## src/rtl/corelet_accum_if.sv

```systemverilog
// Handshake and data bundle between the corelet MAC array, the accumulate back-end,
// and the output consumer.
interface corelet_accum_if #(
  parameter int col     = 8,
  parameter int psum_bw = 16,
  parameter int depth   = 16,
  parameter int pass_bw = 8
);
  localparam int ow = $clog2(depth) + 1;

  logic                     start;
  logic [pass_bw-1:0]       n_pass;
  logic [ow-1:0]            n_out;
  logic                     relu_en;
  logic [col*psum_bw-1:0]   in_psum;
  logic [col-1:0]           in_valid;
  // Output row moves on any rising edge where out_valid && out_ready.
  // out_data is held while out_valid && !out_ready; there is no input back-pressure.
  logic [col*psum_bw-1:0]   out_data;
  logic                     out_valid;
  logic                     out_ready;
  logic                     busy;
  logic                     done;
  logic                     err;

  modport master (
    output start, n_pass, n_out, relu_en, in_psum, in_valid, out_ready,
    input  out_data, out_valid, busy, done, err
  );

  modport slave (
    input  start, n_pass, n_out, relu_en, in_psum, in_valid, out_ready,
    output out_data, out_valid, busy, done, err
  );
endinterface

```

## src/rtl/corelet_accum.sv

```systemverilog
// Multi-pass per-lane psum accumulator with aligned, optionally ReLU'd row drain.
// Build option: define CORELET_ACCUM_SAT_EN for saturating adds (otherwise adds wrap).
module corelet_accum #(
  parameter int col     = 8,
  parameter int psum_bw = 16,
  parameter int depth   = 16,
  parameter int pass_bw = 8
) (
  input  logic       clk,
  input  logic       reset,
  corelet_accum_if.slave bus,
  output logic [1:0] fsm_state
);
  localparam int ow = $clog2(depth) + 1;
  localparam int aw = (depth > 1) ? $clog2(depth) : 1;

  localparam logic [1:0] S_IDLE  = 2'd0;
  localparam logic [1:0] S_ACCUM = 2'd1;
  localparam logic [1:0] S_DRAIN = 2'd2;

  logic [1:0]                state;
  logic [pass_bw-1:0]        npass_q;
  logic [ow-1:0]             nout_q;
  logic                      relu_q;
  logic [ow-1:0]             wptr [col];
  logic [pass_bw-1:0]        pcnt [col];
  logic [ow-1:0]             rptr;
  logic [psum_bw-1:0]        mem [depth][col];

  logic [ow-1:0]             nout_clamp;
  logic [col-1:0]            lane_fin, lane_wr, lane_last, lane_drop, sat_hit;
  logic [psum_bw-1:0]        wval [col];
  logic                      all_done, start_acc, err_set;

  assign fsm_state  = state;
  assign nout_clamp = (bus.n_out > ow'(depth)) ? ow'(depth) : bus.n_out;
  assign start_acc  = (state == S_IDLE) && bus.start;

  always_comb begin
    for (int c = 0; c < col; c++) begin
      logic [psum_bw-1:0] in_v, old_v;
      logic [psum_bw:0]   wide;
      in_v   = bus.in_psum[c*psum_bw +: psum_bw];
      old_v  = mem[wptr[c][aw-1:0]][c];
      wide   = {old_v[psum_bw-1], old_v} + {in_v[psum_bw-1], in_v};
      lane_fin[c]  = (pcnt[c] == npass_q);
      lane_wr[c]   = (state == S_ACCUM) && bus.in_valid[c] && !lane_fin[c];
      lane_last[c] = lane_wr[c] && (wptr[c] == nout_q - ow'(1)) &&
                     (pcnt[c] == npass_q - pass_bw'(1));
      lane_drop[c] = bus.in_valid[c] && ((state != S_ACCUM) || lane_fin[c]);
      sat_hit[c]   = 1'b0;
      wval[c]      = wide[psum_bw-1:0];
`ifdef CORELET_ACCUM_SAT_EN
      // Sign of the extended sum disagrees with the truncated one: clamp.
      if (wide[psum_bw] != wide[psum_bw-1]) begin
        wval[c]    = wide[psum_bw] ? {1'b1, {(psum_bw-1){1'b0}}} : {1'b0, {(psum_bw-1){1'b1}}};
        sat_hit[c] = lane_wr[c] && (pcnt[c] != '0);
      end
`endif
      if (pcnt[c] == '0) wval[c] = in_v;
    end
  end

  assign all_done = &(lane_fin | lane_last);
  assign err_set  = (|lane_drop) | (|sat_hit);

  always_ff @(posedge clk) begin
    for (int c = 0; c < col; c++)
      if (lane_wr[c]) mem[wptr[c][aw-1:0]][c] <= wval[c];
  end

  always_ff @(posedge clk) begin
    if (reset) begin
      state   <= S_IDLE;
      npass_q <= '0;
      nout_q  <= '0;
      relu_q  <= 1'b0;
      rptr    <= '0;
      bus.done <= 1'b0;
      bus.err  <= 1'b0;
      for (int c = 0; c < col; c++) begin
        wptr[c] <= '0;
        pcnt[c] <= '0;
      end
    end else begin
      bus.done <= 1'b0;
      bus.err  <= (start_acc ? 1'b0 : bus.err) | err_set;
      case (state)
        S_IDLE: begin
          if (bus.start) begin
            npass_q <= bus.n_pass;
            nout_q  <= nout_clamp;
            relu_q  <= bus.relu_en;
            rptr    <= '0;
            for (int c = 0; c < col; c++) begin
              wptr[c] <= '0;
              pcnt[c] <= '0;
            end
            // Empty job: finish immediately without visiting ACCUM/DRAIN.
            if (bus.n_pass == '0 || nout_clamp == '0) bus.done <= 1'b1;
            else                                       state    <= S_ACCUM;
          end
        end
        S_ACCUM: begin
          for (int c = 0; c < col; c++) begin
            if (lane_wr[c]) begin
              if (wptr[c] == nout_q - ow'(1)) begin
                wptr[c] <= '0;
                pcnt[c] <= pcnt[c] + pass_bw'(1);
              end else begin
                wptr[c] <= wptr[c] + ow'(1);
              end
            end
          end
          if (all_done) begin
            state <= S_DRAIN;
            rptr  <= '0;
          end
        end
        S_DRAIN: begin
          if (bus.out_ready) begin
            if (rptr == nout_q - ow'(1)) begin
              state    <= S_IDLE;
              rptr     <= '0;
              bus.done <= 1'b1;
            end else begin
              rptr <= rptr + ow'(1);
            end
          end
        end
        default: state <= S_IDLE;
      endcase
    end
  end

  assign bus.busy      = (state == S_ACCUM) || (state == S_DRAIN);
  assign bus.out_valid = (state == S_DRAIN);

  always_comb begin
    bus.out_data = '0;
    for (int c = 0; c < col; c++) begin
      logic [psum_bw-1:0] v;
      v = mem[rptr[aw-1:0]][c];
      if (relu_q && v[psum_bw-1]) v = '0;
      if (state == S_DRAIN) bus.out_data[c*psum_bw +: psum_bw] = v;
    end
  end
endmodule

```

## src/flat_wrapper.sv

```systemverilog
// flat-port wrapper written by rule: the top's interface ports become plain ports
module corelet_accum_flat 
#(
  parameter int col     = 8,
  parameter int psum_bw = 16,
  parameter int depth   = 16,
  parameter int pass_bw = 8
)
  (clk, reset, fsm_state, bus_start, bus_n_pass, bus_n_out, bus_relu_en, bus_in_psum, bus_in_valid, bus_out_ready, bus_out_data, bus_out_valid, bus_busy, bus_done, bus_err);
  corelet_accum_if #(.col(col), .psum_bw(psum_bw), .depth(depth), .pass_bw(pass_bw)) bus_i ();
  input  logic clk;
  input  logic reset;
  output logic [1:0] fsm_state;
  input wire logic [$bits(bus_i.start)-1:0] bus_start;
  input wire logic [$bits(bus_i.n_pass)-1:0] bus_n_pass;
  input wire logic [$bits(bus_i.n_out)-1:0] bus_n_out;
  input wire logic [$bits(bus_i.relu_en)-1:0] bus_relu_en;
  input wire logic [$bits(bus_i.in_psum)-1:0] bus_in_psum;
  input wire logic [$bits(bus_i.in_valid)-1:0] bus_in_valid;
  input wire logic [$bits(bus_i.out_ready)-1:0] bus_out_ready;
  output wire logic [$bits(bus_i.out_data)-1:0] bus_out_data;
  output wire logic [$bits(bus_i.out_valid)-1:0] bus_out_valid;
  output wire logic [$bits(bus_i.busy)-1:0] bus_busy;
  output wire logic [$bits(bus_i.done)-1:0] bus_done;
  output wire logic [$bits(bus_i.err)-1:0] bus_err;
  assign bus_i.start = bus_start;
  assign bus_i.n_pass = bus_n_pass;
  assign bus_i.n_out = bus_n_out;
  assign bus_i.relu_en = bus_relu_en;
  assign bus_i.in_psum = bus_in_psum;
  assign bus_i.in_valid = bus_in_valid;
  assign bus_i.out_ready = bus_out_ready;
  assign bus_out_data = bus_i.out_data;
  assign bus_out_valid = bus_i.out_valid;
  assign bus_busy = bus_i.busy;
  assign bus_done = bus_i.done;
  assign bus_err = bus_i.err;
  corelet_accum #(.col(col), .psum_bw(psum_bw), .depth(depth), .pass_bw(pass_bw)) u_core (.clk(clk), .reset(reset), .bus(bus_i), .fsm_state(fsm_state));
endmodule
```

## config.mk

```make
export PLATFORM = sky130hd
export DESIGN_NAME = corelet_accum_flat
export DESIGN_NICKNAME = d
export VERILOG_FILES = /design/src/rtl/corelet_accum_if.sv /design/src/rtl/corelet_accum.sv /design/src/flat_wrapper.sv
export SDC_FILE = /design/constraint.sdc
export NUM_CORES = 2
export LEC_CHECK = 0
export CAP_MARGIN = 20
export CELL_PAD_IN_SITES_DETAIL_PLACEMENT = 0
export CELL_PAD_IN_SITES_GLOBAL_PLACEMENT = 2
export CORE_MARGIN = 2
export CORE_UTILIZATION = 48
export CTS_CLUSTER_DIAMETER = 30
export DETAILED_ROUTE_END_ITERATION = 10
export PLACE_DENSITY = 0.78
export REMOVE_ABC_BUFFERS = 1
export SYNTH_ARGS = -nofsm -noshare
export SYNTH_HDL_FRONTEND = slang
export SYNTH_SLANG_ARGS = --single-unit
```

## constraint.sdc

```tcl
create_clock -name clk -period 6.35 [get_ports clk]
set_input_delay 1.27 -clock clk [delete_from_list [all_inputs] [get_ports clk]]
set_output_delay 1.27 -clock clk [all_outputs]
set_load 0.02 [all_outputs]
```

==> results_dict.tcl <==
set metrics [dict create \
    outcome "complete, no violations" \
    cts.sinks 2179 \
    path_buf_inv 2 \
    die_y_um 482 \
    fp.coreArea_um2 227000 \
    wl_per_cell_um 30.1 \
    cts_tree "yes" \
    crit_path_max_incr_delay_ns 0.94 \
    path_cells "buf_4 > mux4_2 > mux4_2 > nand2_1 > and3_1 > clkdlybuf4s50_1" \
    fin_crit_sh_pct 95.9 \
    synth_area_leader_cell "edfxtp_1" \
    min-delay-path-class "register to register" \
    yosys_register_bits 2179 \
    synth_top_area_share_pct 58.6 \
    path_max_fanout 29 \
    hold_violations 0 \
    crit_top_cell "mux4_2" \
    powerDensity_nw_per_um2 463 \
    peakVddDrop_v 0.000319 \
    io_pins 288 \
    critPathLaunchType "register" \
    met2_usage_pct 42.8 \
    finalWirelength_um 306000 \
    ys.flop_type "edfxtp_1" \
    syn_inst 6086 \
    fin_ws_ns 0.258 \
    arrival_ns 4.82 \
    portBuffers 287 \
    vias_per_cell 6.34 \
    place.gp.congestion 0.830 \
    use_met1_pct 36.5 \
    p_leak_uw 0.0435 \
    hpwlAfterDp_um 185000 \
    antenna_found_initial 20 \
    rsz0062_at_grt "false" \
    synth-warning-count 0 \
    cp_top_family "multiplexers" \
    synth_cell_types 82 \
    grt_pass1_wl_um 446000 \
    period_needed_ns 6.09 \
    synth-edff-count 2144 \
    crit_required_ns 5.08 \
    drc 0 \
    cts_resized 0 \
    maxSlewHeadroom_pct 24.0 \
    htree_levels 5 \
    synthTopCellsByArea "edfxtp_1 (59%), mux4_2 (26%), ha_1 (2.0%)" \
    vias 64300 \
    grt_overflow 0 \
    clk_pin_slew_ns 0.05 \
    drt_pass1_iterations 6 \
    drive_gt1_share_pct 34.0 \
    syn-cell-area_um2 110000 \
    nNetsFinal 7084 \
    slowest_stage "dfxtp_4" \
    max-cap-violations 0 \
    drv_slew 0 \
    synthToLayoutAreaGrowth_pct 21.5 \
    avgSynthCellArea_um2 18.0 \
    postCtsSetupRepairBufs 0 \
    worstSetupPathType "register to output pin" \
    clk_path_buf_depth 4 \
    fin_worst_skew_ns 0.0920 \
    grt_max_degree 134 \
    pre_cts_ws_ns 0.738 \
    fmax_mhz 164 \
    cts_root_buf "clkbuf_16" \
    die_w_um 482 \
    clock_latency_ns 1.02 \
    use_met3_pct 4.75 \
    grt_busiest_layer "met2" \
    initial_utilization_pct 48.3 \
    grt_use_total_pct 26.4 \
    first_global_vias 66500 \
    dieArea_um2 233000 \
    async_flop_share_pct 0 \
    drt-initial-drc-count 6724 \
    worst_setup_path_end_kind "output pin" \
    final-setup-viol-count 0 \
    worst_pin_slew_ns 1.14 \
    yosysSeqAreaShare_pct 59.3 \
    num_rows 175 \
    postCtsHoldBufs 0 \
    drtAntennaViolNets 0 \
    tns_ns 0 \
    numCtsBuffers 471 \
]
## worst reg2reg max path: stages, from the launching register on
cell       delay (ns)
edfxtp_1         0.77
buf_4            0.51
mux4_2           0.57
mux4_2           0.46
ha_1             0.24
or3_1            0.38
o211a_1          0.17
a221oi_1         0.54
a2111oi_0        0.30
o31a_1           0.34
nor3_1           0.25
xor2_1           0.77
## path summary, 6_finish.rpt
check                                   startpoint           endpoint  slack [ns]  depth (start not counted)
worst max-delay path                      register   bus_out_data[29]        0.26                          6
worst min-delay path              u_core.nout_q[1]   u_core.nout_q[1]        0.48                          2
worst max register to register  u_core.wptr[0][35]  u_core.mem[9][15]        0.68                         11
worst min register to register    u_core.nout_q[1]   u_core.nout_q[1]        0.48                          2
## cell usage in the layout (no fill, tap or decap), types with 15 or more instances in the layout
master           instances
clkdlybuf4s50_1        286
clkbuf_16              473
xor2_1                 120
inv_1                  136
o31ai_1                 23
nand4_1                 23
clkinvlp_4              38
buf_12                  20
o21ai_0                 86
nor3_1                  45
a311oi_1                15
bufinv_16               72
xnor2_1                154
nand3_1                 89
clkinv_4                26
dfxtp_1                 30
a21oi_1                151
nor2_1                 247
and3_1                 163
a21o_1                  21
nor4_1                  28
ha_1                   175
edfxtp_1              2144
o2111ai_1               18
nor2_2                  27
clkinv_1                62
mux4_2                1279
and2_1                  93
nor2b_1                 16
clkbuf_1                64
buf_4                  310
nand2b_1                31
a211oi_1                26
clkinv_2                90
nand2_1                228
a31oi_1                 22
or3_1                   37
## cells in the mapped netlist (31+ instances only)
cell type / n
edfxtp_1: 2144
mux4_2: 1279
clkbuf_1: 314
nor2_1: 285
nand2_1: 228
ha_1: 176
and3_1: 163
xnor2_1: 154
a21oi_1: 151
inv_1: 136
xor2_1: 120
and2_1: 93
buf_1: 89
nand3_1: 89
o21ai_0: 87
nor3_1: 57
or3_1: 37
dfxtp_1: 35
nand2b_1: 31
## cells by family after synthesis
| logic type | after synthesis | synth area share [%] |
|---|---|---|
| XOR/XNOR | 287 | 2.45 |
| AND/OR/NAND/NOR | 1105 | 5.05 |
| multiplexers | 1283 | 26.3 |
| flip-flops | 2179 | 59.3 |
| buffers and inverters | 572 | 2.02 |
| AO/OA/AOI/OAI | 476 | 2.81 |
| adder cells (fa/ha/maj) | 184 | 2.15 |
## registers in the layout (all words and copies together), names as in the netlist, named ones only
signal            cells
u_core.pcnt          64
u_core.bus.err        1
u_core.bus.done       1
u_core.relu_q         1
u_core.npass_q        8
u_core.mem         2048
u_core.nout_q         5
u_core.fsm_state      2
u_core.wptr          40
u_core.rptr           5
## routing by layer
layer	share of wire, %	vias up
met4	2.7	2
met2	49	2679
met5	0.0043	-
met3	7.1	493
met1	41	34100
li1	-	27000
## report_power, final
part | internal, µW | leakage (µW) | total (µW) | switching, µW
clock network | 16400 | 0.00758 | 23900 | 7590
registers | 20700 | 0.0197 | 21300 | 651
logic | 6710 | 0.0161 | 16500 | 9810
total | 43700 | 0.0435 | 61800 | 18000
## metrics by stage
step | total power [µW] | hold slack, ns | std cells | util (%) | area [µm²]
floorplan | 33100 | 0.450 | 5651 | - | 108000
global placement | 37400 | 0.471 | 9244 | 51.6 | 117000
detailed placement | 37800 | 0.485 | 9247 | 51.7 | 118000
CTS | 61900 | 0.490 | 10100 | 58.5 | 133000
global route | 64400 | 0.509 | 10100 | 58.7 | 133000
finish | 61800 | 0.483 | 10100 | 58.7 | 133000
## cell type report
class,count,area [µm²]
sequential,2179,65100
antenna,10,25.0
clock buffer,537,12100
timing repair buffer,622,5660
inverter,137,514
multi-input combinational,3335,42800
fill,16700,94000
tap,3009,3760
clock inverter,306,3570
Note: power is estimated with default switching activity, not from simulation.
